**src/rtl/nmea_rmc_tx.sv**
```systemverilog
// -----------------------------------------------------------------------------
// nmea_rmc_tx
//
// Formats and streams a short NMEA RMC sentence to a byte-wide UART
// transmitter, one byte per request/acknowledge handshake:
//
//     "$GNRMC,hhmmss.00,S*CC\r\n"   (23 bytes, index 0..22)
//
// The time and fix status are captured when a sentence starts, so the caller
// may change them freely while the sentence is in flight. The checksum is an
// XOR over the bytes between '$' and '*', built up as those bytes go out, and
// is then sent as two uppercase hex characters. If the UART never
// acknowledges a byte within TIMEOUT_CYC cycles, the sentence is abandoned
// and err pulses.
//
// Parameters
//   TIMEOUT_CYC   max cycles spent waiting for i_tx_done on one byte
//
// Ports
//   sys_clk       system clock, rising edge
//   sys_rst_n     asynchronous active-low reset
//   i_start       one-cycle request to send a sentence (IDLE only)
//   i_time_bcd    {hh, mm, ss} as six BCD nibbles, most significant first
//   i_time_valid  fix status, 1 -> 'A', 0 -> 'V'
//   i_tx_done     one-cycle acknowledge from the UART for the current byte
//   o_tx_data     byte presented to the UART, valid with o_tx_flag
//   o_tx_flag     one-cycle strobe requesting the UART to send o_tx_data
//   o_busy        sentence in progress
//   o_done        one-cycle pulse when the final LF has been acknowledged
//   o_err         one-cycle pulse when a byte acknowledge timed out
// -----------------------------------------------------------------------------
module nmea_rmc_tx #(
    parameter logic [19:0] TIMEOUT_CYC = 20'd1_000_000
) (
    input  logic        sys_clk,
    input  logic        sys_rst_n,
    input  logic        i_start,
    input  logic [23:0] i_time_bcd,
    input  logic        i_time_valid,
    input  logic        i_tx_done,
    output logic [7:0]  o_tx_data,
    output logic        o_tx_flag,
    output logic        o_busy,
    output logic        o_done,
    output logic        o_err
);

    typedef enum logic [1:0] {
        S_IDLE,
        S_SEND,
        S_WAIT,
        S_FINISH
    } state_t;

    localparam logic [4:0] LAST_IDX  = 5'd22;
    localparam logic [4:0] CSUM_FIRST = 5'd1;
    localparam logic [4:0] CSUM_LAST  = 5'd17;

    state_t      r_state;
    state_t      w_next_state;
    logic [4:0]  r_index;
    logic [7:0]  r_csum;
    logic [19:0] r_wait_cnt;
    logic [23:0] r_time;
    logic        r_valid;

    logic [7:0]  w_byte;
    logic        w_bad_digit;
    logic        w_term_cnt;

    // A nibble that is not a legal BCD digit is sent as '0'.
    function automatic logic [7:0] digit_char(input logic [3:0] nib);
        return (nib > 4'd9) ? 8'h30 : {4'h3, nib};
    endfunction

    // Uppercase hex: 0-9 -> 0x30-0x39, A-F -> 0x41-0x46.
    function automatic logic [7:0] hex_char(input logic [3:0] nib);
        return (nib > 4'd9) ? (8'h37 + {4'h0, nib}) : {4'h3, nib};
    endfunction

    // Any illegal digit in the captured time makes the fix untrustworthy,
    // so the status character is forced to 'V' below.
    always_comb begin
        w_bad_digit = 1'b0;
        for (int k = 0; k < 6; k++) begin
            if (r_time[4*k +: 4] > 4'd9) begin
                w_bad_digit = 1'b1;
            end
        end
    end

    // Byte for the current index. The checksum characters read r_csum,
    // which by index 19 already holds the XOR of indices 1..17.
    always_comb begin
        w_byte = 8'h00;
        case (r_index)
            5'd0:    w_byte = "$";
            5'd1:    w_byte = "G";
            5'd2:    w_byte = "N";
            5'd3:    w_byte = "R";
            5'd4:    w_byte = "M";
            5'd5:    w_byte = "C";
            5'd6:    w_byte = ",";
            5'd7:    w_byte = digit_char(r_time[23:20]);
            5'd8:    w_byte = digit_char(r_time[19:16]);
            5'd9:    w_byte = digit_char(r_time[15:12]);
            5'd10:   w_byte = digit_char(r_time[11:8]);
            5'd11:   w_byte = digit_char(r_time[7:4]);
            5'd12:   w_byte = digit_char(r_time[3:0]);
            5'd13:   w_byte = ".";
            5'd14:   w_byte = "0";
            5'd15:   w_byte = "0";
            5'd16:   w_byte = ",";
            5'd17:   w_byte = (r_valid && !w_bad_digit) ? "A" : "V";
            5'd18:   w_byte = "*";
            5'd19:   w_byte = hex_char(r_csum[7:4]);
            5'd20:   w_byte = hex_char(r_csum[3:0]);
            5'd21:   w_byte = 8'h0D;
            5'd22:   w_byte = 8'h0A;
            default: w_byte = 8'h00;
        endcase
    end

    assign w_term_cnt = (r_wait_cnt == (TIMEOUT_CYC - 20'd1));

    // State register.
    always_ff @(posedge sys_clk or negedge sys_rst_n) begin
        if (!sys_rst_n) begin
            r_state <= S_IDLE;
        end else begin
            r_state <= w_next_state;
        end
    end

    // Next state and outputs. In WAIT an acknowledge takes priority over the
    // timeout, so a tx_done landing on the terminal count still advances.
    always_comb begin
        w_next_state = r_state;
        o_tx_data    = 8'h00;
        o_tx_flag    = 1'b0;
        o_busy       = 1'b0;
        o_done       = 1'b0;
        o_err        = 1'b0;
        case (r_state)
            S_IDLE: begin
                if (i_start) begin
                    w_next_state = S_SEND;
                end
            end
            S_SEND: begin
                o_tx_flag    = 1'b1;
                o_tx_data    = w_byte;
                o_busy       = 1'b1;
                w_next_state = S_WAIT;
            end
            S_WAIT: begin
                o_busy = 1'b1;
                if (i_tx_done) begin
                    w_next_state = (r_index == LAST_IDX) ? S_FINISH : S_SEND;
                end else if (w_term_cnt) begin
                    o_err        = 1'b1;
                    w_next_state = S_IDLE;
                end
            end
            S_FINISH: begin
                o_done       = 1'b1;
                w_next_state = S_IDLE;
            end
            default: begin
                w_next_state = S_IDLE;
            end
        endcase
    end

    // Datapath: capture inputs on start, accumulate the checksum as each
    // covered byte is emitted, run the per-byte wait counter, and step the
    // index on each accepted acknowledge.
    always_ff @(posedge sys_clk or negedge sys_rst_n) begin
        if (!sys_rst_n) begin
            r_index    <= 5'd0;
            r_csum     <= 8'h00;
            r_wait_cnt <= 20'd0;
            r_time     <= 24'h000000;
            r_valid    <= 1'b0;
        end else begin
            case (r_state)
                S_IDLE: begin
                    if (i_start) begin
                        r_time  <= i_time_bcd;
                        r_valid <= i_time_valid;
                        r_index <= 5'd0;
                        r_csum  <= 8'h00;
                    end
                end
                S_SEND: begin
                    r_wait_cnt <= 20'd0;
                    if ((r_index >= CSUM_FIRST) && (r_index <= CSUM_LAST)) begin
                        r_csum <= r_csum ^ w_byte;
                    end
                end
                S_WAIT: begin
                    r_wait_cnt <= r_wait_cnt + 20'd1;
                    if (i_tx_done && (r_index != LAST_IDX)) begin
                        r_index <= r_index + 5'd1;
                    end
                end
                default: begin
                end
            endcase
        end
    end

endmodule

```
**config.mk**
```make
export PLATFORM = sky130hd
export DESIGN_NAME = nmea_rmc_tx
export DESIGN_NICKNAME = d
export VERILOG_FILES = /design/src/rtl/nmea_rmc_tx.sv
export SDC_FILE = /design/constraint.sdc
export NUM_CORES = 1
export LEC_CHECK = 0
export CAP_MARGIN = 0
export CORE_MARGIN = 2
export CORE_UTILIZATION = 37
export DETAILED_ROUTE_END_ITERATION = 10
export HOLD_SLACK_MARGIN = 0.12
export RECOVER_POWER = 25
export SYNTH_ARGS = -nofsm -noshare
export SYNTH_HDL_FRONTEND = slang
export SYNTH_SLANG_ARGS = --single-unit
```
**constraint.sdc**
```tcl
create_clock -name sys_clk -period 4.5 [get_ports sys_clk]
set_clock_uncertainty 0.15 [all_clocks]
set_input_delay 0.9 -clock sys_clk [delete_from_list [all_inputs] [get_ports sys_clk]]
set_output_delay 0.9 -clock sys_clk [all_outputs]
set_load 0.01 [all_outputs]
```
==> results.tsv <==
metric	value	unit
status	complete, but fails checks	
violations	capacitance limit, slew limit	
fin_crit	4138	ps
drive_gt1_share	13.06	%
synth_most_common_cell	dfrtp_1	
critPathCapture	o_tx_data[2]	
placedCellCount	561	
num_rows	36	
use_met1	23.63	%
synthTopCellsByArea	dfrtp_1 40%, mux2_2 7.6%, nand3_1 4.6%	
reg2reg_to	r_csum[1]	
synth_top_area_share	39.97	%
antenna_left	0	
reg2reg_setup_slack	1850	ps
ys_seq_area_share	39.97	%
synth_edf_count	0	
whs_path_depth	1	
wirelength	8.382	mm
worstHoldPathType	reg -> reg	
crit_fanout	13	
cts_buffers	9	
grt_pass1_vias	2893	
synthTopCellsByCount	59 x dfrtp_1, 39 x nor2_1, 34 x nand3_1, 29 x nand2_1, 25 x mux2_2	
r2r_cells	8	
startpoint_type	register	
path_clk_slew	70	ps
yosysTopAreaCell	dfrtp_1	
num_vias	3114	
cts.sinks	59	
die_y	103.9	µm
vias_per_cell	5.397	
grt_busiest_layer	met1	
wl_per_cell	14.53	µm
grt_setup_unrepaired	false	
die_w	103.9	µm
timing_hold_violations_final	0	
worst-endpoint-required	3450	ps
core_area	9729	µm²
maxCapViolCount	1	
fmax	0.2417	GHz
p_leak	1.790	nW
startpoint	r_index[1]	
cts_setup_buffers	0	
ys_warn_count	0	
finalNonFillerCells	577	
synthCells	405	
tritoncts	yes	
grt_pass1_wl	14.08	mm
io_buffers	39	
cp-end-kind	output port	
synth_area	3694	µm²
htreeDepth	3	
synth-main-ff-cell	dfrtp_1	
drcViolationCount	0	
met2_usage	22.70	%
rr_startpoint	r_index[1]	
path_class	reg -> out	
relSlewSlack	-22.02	%
first_pass_iters	4	
antenna_cells	0	
syn-num-nets	447	
cts_resized	0	
setup_viol	0	
power_density	550.6	nW/µm²
grt_overflow	0	
ys_seq_elements	59	
synth.distinct_cells	61	
worstMarginPinSlew	1830	ps
io_pins	41	
nNetsFinal	481	
fin_crit_sh	91.95	%
setup_tns	0	ps
postCtsHoldBufs	0	
hold_ws	356.6	ps
ctsRootBufferMaster	clkbuf_8	
async_flop_share	100.0	%
start_util	37.96	%
clock_path_buffers	2	
antenna_found_initial	0	
drt-initial-drc-count	223	
avgSynthCellArea	9.120	µm²
slew_violations	35	
grt_usage	15.92	%
clk_latency	340	ps
final_core_util	45.43	%
grt_max_degree	35	
use_met3	3.571	%
area_delta_synth_final	19.68	%
arrival	3090	ps
gp_congestion	0.8225	
dp_hpwl	6.072	mm
ir_worst_vdd	0.1927	mV
dieArea	10800	µm²
## worst min-delay path by stage
| stage | from | endpoint | slack [ps] |
|---|---|---|---|
| after floorplan | r_csum[6] | r_csum[6] | 300 |
| after global placement | r_csum[6] | r_csum[6] | 340 |
| after detailed placement | r_csum[6] | r_csum[6] | 350 |
| after CTS | r_csum[6] | r_csum[6] | 360 |
| after global routing | r_time[20] | r_time[20] | 370 |
| final | r_csum[6] | r_csum[6] | 360 |
## state kept, by name, summed over array words and instances (netlist names)
name        count
r_wait_cnt     20
r_valid         1
r_time         24
r_csum          7
r_index         5
r_state         2
## per-layer routing
| metal | routed length (µm) | vias to the layer above |
|---|---|---|
| li1 | - | 1523 |
| met1 | 4227 | 1510 |
| met2 | 3663 | 69 |
| met3 | 368 | 12 |
| met4 | 123 | 0 |
| met5 | 0 | - |
## cell type report
class,count,area [µm²]
clock buffers,9,123.9
clock inverters,7,116.4
fillers,955,5309
inverters,21,78.83
multi-input cells,306,2052
flip-flops and latches,59,1476
well taps,133,166.4
repair buffers,42,406.6
## layout by cell type, fill, tap and decap left out, types with 4 or more instances in the layout
master,synthesis,layout
o21bai_1,5,5
a31oi_1,5,5
mux2_2,25,25
nand2b_1,4,4
and3_1,5,5
nor3_1,9,9
nor2_1,39,39
nand3_1,34,34
and4bb_2,6,6
xnor2_1,6,6
clkbuf_8,0,9
a21oi_1,17,17
dfrtp_1,59,59
xor2_1,10,10
inv_1,20,20
nand3b_1,6,6
nand2_1,29,29
o21ai_0,21,21
nand4_1,10,10
clkdlybuf4s50_1,0,38
ha_1,13,13
nor2b_1,7,7
## metrics by stage
stage          setup slack [ps]  cell area (µm²)  total power [W]
3_3_place_gp              907.7             4182         0.001831
6_report                  362.4             4420         0.002434
4_1_cts                   363.1             4422         0.002457
5_1_grt                   136.8             4420         0.002615
3_5_place_dp              736.6             4182         0.001858
2_1_floorplan              1678             3694         0.001535
## power by group
part | internal (W) | total, W | switching [W]
registers | 0.000691 | 0.000859 | 0.000168
clock network | 0.000367 | 0.000588 | 0.000221
logic | 0.000445 | 0.000987 | 0.000541
## critical path: stages, from the launching register on
cell             delay [ps]
dfrtp_1                 450
inv_1                   110
ha_1                    440
nor4bb_1                440
nor2b_1                 250
a221o_1                 190
and4bb_2                250
nor2_1                   90
clkdlybuf4s50_1         550
## logic make-up (layout without fill, tap and decap cells)
group / after synthesis / after routing / synth area share, %
AO/OA/AOI/OAI: 79 / 79 / 14.09
XOR/XNOR: 16 / 16 / 3.794
adder cells (fa/ha/maj): 13 / 13 / 4.404
buffers and inverters: 40 / 79 / 4.471
flip-flops: 59 / 59 / 39.97
multiplexers: 25 / 25 / 7.622
other: 1 / 1 / 0.1015
AND/OR/NAND/NOR: 172 / 172 / 25.54
No activity file was read; power rests on OpenSTA's default activity.
